<file path="src/rtl/mem_init_arbiter_pkg.sv">
// Shared definitions for the RAM init sequencer / two-client arbiter.
package mem_init_arbiter_pkg;

    typedef enum logic [2:0] {
        RESET_INIT,
        INIT_REQ,
        INIT_REL,
        SERVE,
        DRAIN
    } state_t;

    localparam int NUM_CLI = 2;
    localparam int CLI0    = 0;
    localparam int CLI1    = 1;

endpackage

</file>
<file path="src/rtl/mem_init_arbiter_rr_arb2.sv">
// Two-way round-robin picker: masked requesters, one-hot winner, pointer update.
module mem_init_arbiter_rr_arb2 (
    input  logic [1:0] req,
    input  logic [1:0] mask,
    input  logic       ptr,
    output logic [1:0] win,
    output logic       ptrNext
);

    logic [1:0] elig;
    assign elig = req & ~mask;

    always_comb begin
        win     = 2'b00;
        ptrNext = ptr;
        case (elig)
            2'b01:   win = 2'b01;
            2'b10:   win = 2'b10;
            2'b11:   win = ptr ? 2'b10 : 2'b01;
            default: win = 2'b00;
        endcase
        // Pointer always moves past whoever was just served.
        if (win[0])      ptrNext = 1'b1;
        else if (win[1]) ptrNext = 1'b0;
    end

endmodule

</file>
<file path="src/rtl/mem_init_arbiter.sv">
// Owns the RAM port: runs the init sweep after reset/reinit, then round-robins two clients.
module mem_init_arbiter
    import mem_init_arbiter_pkg::*;
#(
    parameter int ADDR_W    = 32,
    parameter int DATA_W    = 32,
    parameter int DEPTH     = 32,
    parameter logic [DATA_W-1:0] INIT_DATA = '0,
    parameter int TIMEOUT   = 255
) (
    input  logic              clk,
    input  logic              rst_n,
    input  logic              reinit,
    output logic              init_en,
    input  logic              init_valid,
    input  logic [ADDR_W-1:0] init_addr,
    input  logic              init_done,
    input  logic [1:0]        req,
    input  logic [1:0]        we,
    input  logic [ADDR_W-1:0] addr0,
    input  logic [ADDR_W-1:0] addr1,
    input  logic [DATA_W-1:0] wdata0,
    input  logic [DATA_W-1:0] wdata1,
    output logic [1:0]        gnt,
    output logic [1:0]        rvalid,
    output logic [DATA_W-1:0] rdata,
    output logic              mem_en,
    output logic              mem_we,
    output logic [ADDR_W-1:0] mem_addr,
    output logic [DATA_W-1:0] mem_wdata,
    input  logic [DATA_W-1:0] mem_rdata,
    output logic              ready,
    output logic              init_err
);

    localparam int CW = $clog2(TIMEOUT + 1);

    state_t            state;
    logic [CW-1:0]     tmoCnt;
    logic              ptr;
    logic              rdOk;
    logic [1:0]        win;
    logic              ptrNext;
    logic              tmoHit;
    logic [ADDR_W-1:0] selAddr;
    logic [DATA_W-1:0] selWdata;
    logic              selWe;

    function automatic logic inRange(input logic [ADDR_W-1:0] a);
        return a < ADDR_W'(DEPTH);
    endfunction

    mem_init_arbiter_rr_arb2 u_arb (
        .req    (req),
        .mask   (gnt),
        .ptr    (ptr),
        .win    (win),
        .ptrNext(ptrNext)
    );

    assign tmoHit   = (tmoCnt == CW'(TIMEOUT));
    assign selAddr  = win[CLI1] ? addr1  : addr0;
    assign selWdata = win[CLI1] ? wdata1 : wdata0;
    assign selWe    = win[CLI1] ? we[CLI1] : we[CLI0];

    // Read data comes straight off the RAM; out-of-range reads had no RAM access.
    assign rdata = (rdOk && |rvalid) ? mem_rdata : '0;

    always_ff @(posedge clk or negedge rst_n) begin
        if (!rst_n) begin
            state     <= RESET_INIT;
            tmoCnt    <= '0;
            ptr       <= 1'b0;
            rdOk      <= 1'b0;
            init_en   <= 1'b0;
            gnt       <= '0;
            rvalid    <= '0;
            mem_en    <= 1'b0;
            mem_we    <= 1'b0;
            mem_addr  <= '0;
            mem_wdata <= '0;
            ready     <= 1'b0;
            init_err  <= 1'b0;
        end else begin
            mem_en <= 1'b0;
            mem_we <= 1'b0;
            gnt    <= '0;
            rvalid <= gnt & {2{~mem_we}};
            rdOk   <= mem_en;
            case (state)
                RESET_INIT: begin
                    state   <= INIT_REQ;
                    init_en <= 1'b1;
                    tmoCnt  <= '0;
                end
                INIT_REQ: begin
                    if (init_valid && inRange(init_addr)) begin
                        mem_en    <= 1'b1;
                        mem_we    <= 1'b1;
                        mem_addr  <= init_addr;
                        mem_wdata <= INIT_DATA;
                    end
                    if (init_done || tmoHit) begin
                        state   <= INIT_REL;
                        init_en <= 1'b0;
                        tmoCnt  <= '0;
                        if (!init_done) init_err <= 1'b1;
                    end else begin
                        tmoCnt <= tmoCnt + 1'b1;
                    end
                end
                INIT_REL: begin
                    if (!init_done || tmoHit) begin
                        state <= SERVE;
                        ready <= 1'b1;
                        if (init_done) init_err <= 1'b1;
                    end else begin
                        tmoCnt <= tmoCnt + 1'b1;
                    end
                end
                SERVE: begin
                    if (reinit) begin
                        state <= DRAIN;
                        ready <= 1'b0;
                    end else if (|win) begin
                        gnt       <= win;
                        mem_en    <= inRange(selAddr);
                        mem_we    <= selWe;
                        mem_addr  <= selAddr;
                        mem_wdata <= selWdata;
                        ptr       <= ptrNext;
                    end
                end
                DRAIN: begin
                    // A grant still visible here means its rvalid lands next cycle.
                    if (gnt == '0) begin
                        state   <= INIT_REQ;
                        init_en <= 1'b1;
                        tmoCnt  <= '0;
                    end
                end
                default: state <= RESET_INIT;
            endcase
        end
    end

endmodule

</file>
<file path="config.mk">
export PLATFORM = sky130hd
export DESIGN_NAME = mem_init_arbiter
export DESIGN_NICKNAME = d
export VERILOG_FILES = /design/src/rtl/mem_init_arbiter_pkg.sv /design/src/rtl/mem_init_arbiter_rr_arb2.sv /design/src/rtl/mem_init_arbiter.sv
export SDC_FILE = /design/constraint.sdc
export NUM_CORES = 1
export LEC_CHECK = 0
export BUFFER_PORTS_ARGS = -buffer_cell sky130_fd_sc_hd__buf_2
export CAP_MARGIN = 15
export CORE_UTILIZATION = 40
export CTS_CLUSTER_SIZE = 25
export DETAILED_ROUTE_END_ITERATION = 8
export PLACE_DENSITY = 0.71
export SYNTH_ARGS = -nofsm -noshare
export SYNTH_HDL_FRONTEND = slang
export SYNTH_HIERARCHICAL = 1
export SYNTH_SLANG_ARGS = --single-unit
</file>
<file path="constraint.sdc">
create_clock -name clk -period 2.8 [get_ports clk]
set_input_delay 0.14 -clock clk [delete_from_list [all_inputs] [get_ports clk]]
set_output_delay 0.14 -clock clk [all_outputs]
set_load 0.05 [all_outputs]
</file>
-- Word-level counts from Yosys, hierarchy flattened
Cells that the tools add are included.
- bitwise logic cells: 5
- muxes and demuxes: 46
- equality and inequality tests: 18
- reductions and logical operators: 22
- add/subtract/negate cells: 1
- $lt $le $gt $ge: 2
- operators by type and width (operator ; number):
    2-to-1 mux 32 bit ; 9
    one-hot mux 32 bit (2 select lines) ; 2
    less-than comparator 32 x 6 -> 1 bit (second input constant) ; 2
    one-hot mux 8 bit (4 select lines) ; 1
    2-to-1 mux 8 bit ; 3
    != test 2 bit (second input constant) ; 10
    2-to-1 mux 1 bit ; 16
    one-hot mux 3 bit (5 select lines) ; 1
    2-to-1 mux 3 bit ; 4
    AND reduction 4 bit ; 3
    AND reduction 3 bit ; 3
    adder 8 x 1 -> 8 bit (second input constant) ; 1
    == test 8 bit (second input constant) ; 1
    2-to-1 mux 2 bit ; 4
    one-hot mux 1 bit (2 select lines) ; 4
    nonzero test 2 bit ; 4
    == test 3 x 2 -> 1 bit (second input constant) ; 2
    one-hot mux 2 bit (3 select lines) ; 1
    AND reduction 5 bit ; 1
    bitwise AND 2 bit ; 2
    == test 2 bit (second input constant) ; 2
    nonzero test 4 bit ; 1
    OR reduction 2 bit ; 2
    == test 3 x 1 -> 1 bit (second input constant) ; 1
    11 further kinds ; 14
- word-level logic and storage cells: 107
- output and inout port bits: 105
- flip-flop bits (word level): 86
- input port bits: 201

-- Logic depth before layout (Yosys ltp)
- word-level depth: 9
- mapped depth: 8
- gate-level depth less buffers: 6

-- By module
The synthesis kept the hierarchy.
- modules (own cells, without submodules) (module ; area an instance (um^2) ; times used ; seq. area each (um^2) ; cells each):
    mem_init_arbiter ; 5960.7 ; 1 ; 2152.1 ; 602
    mem_init_arbiter_rr_arb2 ; 50.0 ; 1 ; 0.0 ; 5

-- Least setup slack after synthesis
OpenSTA, ideal clock, no wires.
- path kind: reg-to-reg
- start: reg gnt[0]
- end: reg mem_wdata[0]
- clock period less this slack: 2.204 ns
- data required time: 2.670 ns
- setup time: 0.130 ns
- arrival time: 2.074 ns
- path buffers: 2
- slack: 0.596 ns
- stages on the path, launching flop included: 8
- cells stage by stage: dfrtp_1 nand2b_4 o21a_1 buf_2 clkbuf_1 mux2_2 a32oi_1 o21ai_0
- cells in the longest elaborated chain, start to end: 8
- elaborated cells between the ends (all ways): 13
- classes of those cells: eq/ne (4); mux (5); bitwise (2); reduce/logical (2)
- RTL lines (item ; RTL line ; RTL):
    start, declared ; mem_init_arbiter.sv:24 ; output logic [1:0] gnt,
    start signal, assigned ; mem_init_arbiter.sv:126 ; gnt <= win;
    inverter 2 bit * ; mem_init_arbiter_rr_arb2.sv:11 ; assign elig = req & ~mask;
    bitwise AND 2 bit * ; mem_init_arbiter_rr_arb2.sv:11 ;
    == test 2 bit or == test 2 x 1 -> 1 bit (tied branches) ; mem_init_arbiter_rr_arb2.sv:16 ; case (elig)
    one-hot mux 2 bit (3 select lines) * ; mem_init_arbiter_rr_arb2.sv:16 ;
    net win[1] ; mem_init_arbiter.sv:42 ; logic [1:0] win;
    2-to-1 mux 32 bit ; mem_init_arbiter.sv:63 ; assign selWdata = win[CLI1] ? wdata1 : wdata0;
    2-to-1 mux 32 bit ; mem_init_arbiter.sv:125 ; end else if (|win) begin
    2-to-1 mux 32 bit ; mem_init_arbiter.sv:122 ; if (reinit) begin
    one-hot mux 32 bit (2 select lines) ; mem_init_arbiter.sv:90 ; case (state)
    end signal, assigned ; mem_init_arbiter.sv:130 ; mem_wdata <= selWdata;
    end, declared ; mem_init_arbiter.sv:30 ; output logic [DATA_W-1:0] mem_wdata,
The timed path passes the listed nets; every way through them passes the cells marked *. The select of a mux whose other input is x is not followed.
A chain may end at the register's enable or synchronous reset.

-- Final worst setup path
- start: reg state[0]
- end: reg mem_addr[2]
- cells in the longest elaborated chain, start to end: 3
- elaborated cells between the ends (all ways): 8
- classes of those cells: eq/ne (5); mux (1); reduce/logical (2)
- RTL lines (item ; RTL line ; RTL):
    start, declared ; mem_init_arbiter.sv:38 ; state_t state;
    start signal, assigned ; mem_init_arbiter.sv:71 ; state <= RESET_INIT;
    start signal, assigned ; mem_init_arbiter.sv:92 ; state <= INIT_REQ;
    start signal, assigned ; mem_init_arbiter.sv:104 ; state <= INIT_REL;
    == test 3 x 2 -> 1 bit or == test 3 x 1 -> 1 bit (tied branches) ; mem_init_arbiter.sv:90 ;
    != test 2 bit (no source line) or nonzero test 2 bit (tied branches) ; n/a ;
    AND reduction 4 bit (no source line) ; n/a ;
    end signal, assigned ; mem_init_arbiter.sv:100 ; mem_addr <= init_addr;
    end signal, assigned ; mem_init_arbiter.sv:129 ; mem_addr <= selAddr;
    end, declared ; mem_init_arbiter.sv:29 ; output logic [ADDR_W-1:0] mem_addr,
Several ways; a longest one is shown, not always the timed one.

==> impl_metrics.yaml <==
outcome:
  outcome: "complete, no violations"
placement:
  routabilityCongestion: 0.872
  place_hpwl_um: 14100
  portBuffers: 305
clock_network:
  cts-root-buf: "clkbuf_16"
  path_clk_slew_ps: 60
  clockBufferDepth: 2
  post_cts_buffers: 0
  cts_hold_repair.buffers: 1
  cts_resized: 0
  cts_buffers: 9
  cts.htree.levels: 3
  clock_latency_ps: 340
  cts_tree: "built"
  cts.sinks: 86
synthesis:
  synthArstFlopShare: 1.00
  syn-num-nets: 809
  syn_inst: 607
  seq_area_frac_synth: 0.358
  synth_edf_count: 0
  syn_area_um2: 6010
  ys_seq_elements: 86
  avgSynthCellArea_um2: 9.90
  yosysWarnings: 6
  synthFlopType: "dfrtp_1"
  ys_types: 61
power:
  p_per_area_nw_per_um2: 1040
  p_leak_nw: 3.61
  ir_drop_uv: 673
  total_power_w: 0.00826
global_routing:
  grt_usage: 0.243
  grt_max_degree: 70
  use_met1: 0.307
  antenna_found_initial: 0
  use_met3: 0.0554
  use_met2: 0.401
  grt_overflow_total: 0
  grt_pass1_wl_um: 30300
  grt_pass1_vias: 5838
  grt-busiest-layer: "met2"
drt:
  vias: 6042
  detail_route.wl_per_cell_um: 17.9
  drtIter0Drc: 319
  viasPerCell: 5.65
  detail-route-antenna-nets: 0
  drt_wl_total_um: 19200
  drt_first_pass_iters: 4
  drcViolationCount: 0
timing:
  hold_viol_final: 0
  rsz0062_at_grt: "false"
  finalSetupTns_ps: 0
  relSlewSlack: 0.388
  slew_violations: 0
  min_period_over_period: 0.791
  worst_pin_slew_ps: 918
  max_freq_mhz: 451
  period_minus_slack_ps: 2220
  finalClockSkew_ps: 5.49
  setup_viol: 0
floorplan:
  io_pins: 306
  core-area_um2: 14600
  placementRows: 44
  die_w_um: 125
  start_util: 0.412
  dieArea_um2: 15500
  die_y_um: 125
critical_path:
  required_ps: 3010
  worst-path-max-fanout: 17
  end_kind: "register"
  critical_path_arrival_ps: 2430
  worst_setup_path_start_kind: "register"
  crit_type: "reg -> reg"
layout:
  diodes: 0
  nets: 1084
  final_util: 0.543
  drive_gt1_frac: 0.503
  synthToLayoutAreaGrowth_pct: 31.7
worst_hold_path:
  hp-class: "in -> reg"
flow_run:
  drv_cap: 0
-- synthesized netlist by cell type (4+ instances only) --
library cell | n | area [um2]
nand4_1 | 7 | 43.8
nor2_1 | 13 | 48.8
nor4_2 | 4 | 50.1
buf_4 | 6 | 45.0
dfrtp_1 | 86 | 2150
nor4_1 | 10 | 62.6
o211ai_1 | 13 | 97.6
nor2b_1 | 4 | 25.0
clkbuf_1 | 26 | 97.6
o22ai_1 | 27 | 169
a32oi_1 | 32 | 280
buf_2 | 16 | 80.1
inv_1 | 37 | 139
buf_6 | 4 | 45.0
nand2_1 | 11 | 41.3
a211oi_1 | 25 | 188
a211oi_2 | 30 | 375
mux2i_1 | 10 | 100
nor3b_1 | 27 | 203
nand3_1 | 10 | 50.1
and2_1 | 34 | 213
mux2_2 | 61 | 687
a21oi_1 | 19 | 95.1
o21ai_1 | 5 | 25.0
o21ai_0 | 36 | 180
-- final timing paths --
kind / start / endpoint / slack (ps) / cells past startpoint
worst min register to register: mem_en$_DFF_PN0_ / rdOk$_DFF_PN0_ / 460 / 0
worst min-delay path: wdata0[10] / mem_wdata[10]$_DFFE_PN0P_ / 140 / 4
worst max-delay path: state[0]$_DFFE_PN0P_ / mem_addr[2]$_DFFE_PN0P_ / 580 / 5
worst max register to register: state[0]$_DFFE_PN0P_ / mem_addr[2]$_DFFE_PN0P_ / 580 / 5
min in group asynchronous: rst_n / mem_addr[7]$_DFFE_PN0P_ / 460 / 2
max in group asynchronous: rst_n / mem_wdata[15]$_DFFE_PN0P_ / 1590 / 3
-- where the power goes --
| group | leakage, nW | switching, W | internal (W) |
|---|---|---|---|
| sequential | 1.05 | 0.000526 | 0.00179 |
| clock | 0.150 | 0.000488 | 0.000795 |
| combinational | 2.41 | 0.00326 | 0.00140 |
| total | 3.61 | 0.00427 | 0.00399 |
-- flip-flops by register name, indices dropped and copies added, names as in the netlist, 2 cells and up --
name and flops:
mem_wdata 32, mem_addr 32, tmoCnt 8, state 3, rvalid 2, gnt 2
-- worst max-delay path, cell delays in order (launching register included) --
cell	delay, ps
dfrtp_1	670
nor4b_1	300
nand4_1	210
o21ai_4	480
buf_4	320
a211oi_1	100
-- through the flow --
stage | setup slack, ps | hold slack (ps) | area, um2 | instances
6_report | 584 | 142 | 7920 | 1069
5_1_grt | 405 | 158 | 7920 | 1069
4_1_cts | 557 | 137 | 7920 | 1069
3_5_place_dp | 592 | 323 | 7590 | 1054
3_3_place_gp | 611 | 322 | 7590 | 1054
2_1_floorplan | 596 | -156 | 6010 | 607
-- placed cells by master (no fill, tap or decap), drive strengths merged, types with 2 or more instances in the layout --
| cell type | n |
|---|---|
| buf | 319 |
| dfrtp | 86 |
| mux2 | 61 |
| a211oi | 55 |
| o21ai | 44 |
| inv | 37 |
| and2 | 34 |
| a32oi | 32 |
| nor3b | 29 |
| o22ai | 27 |
| a21oi | 19 |
| nor2 | 15 |
| nor4 | 14 |
| o211ai | 13 |
| nand2 | 11 |
| mux2i | 10 |
| nand3 | 10 |
| clkbuf | 10 |
| nand4 | 7 |
| nor2b | 5 |
| nor4b | 4 |
| o31ai | 3 |
| and4 | 3 |
| o21a | 3 |
| nor3 | 2 |
| or4 | 2 |
| and3 | 2 |
| a21o | 2 |
| o21bai | 2 |
| a211o | 2 |
| bufinv | 2 |
| nand3b | 2 |
| nand2b | 2 |
-- cell families after synthesis --
kind of cell	share of synthesized area
muxes	0.131
buffers and inverters	0.0766
adders and majority gates	0.00208
and+or+nand+nor	0.166
DFF	0.358
AOI/OAI and AO/OA	0.266
-- metal layers --
layer | wire, um | vias to the layer above
li1 | - | 2877
met1 | 8090 | 2860
met3 | 1360 | 35
met5 | 0 | -
met2 | 9090 | 270
met4 | 642 | 0
-- final cells by class --
class                      count  area, um2
inverter                      37        139
tap                          184        230
clock inverter                 4       72.6
sequential                    86       2150
timing repair buffer         320       1670
multi-input combinational    428       3410
fill                        1347       6670
clock buffer                  10        239
(Power assumes the default switching activity.)
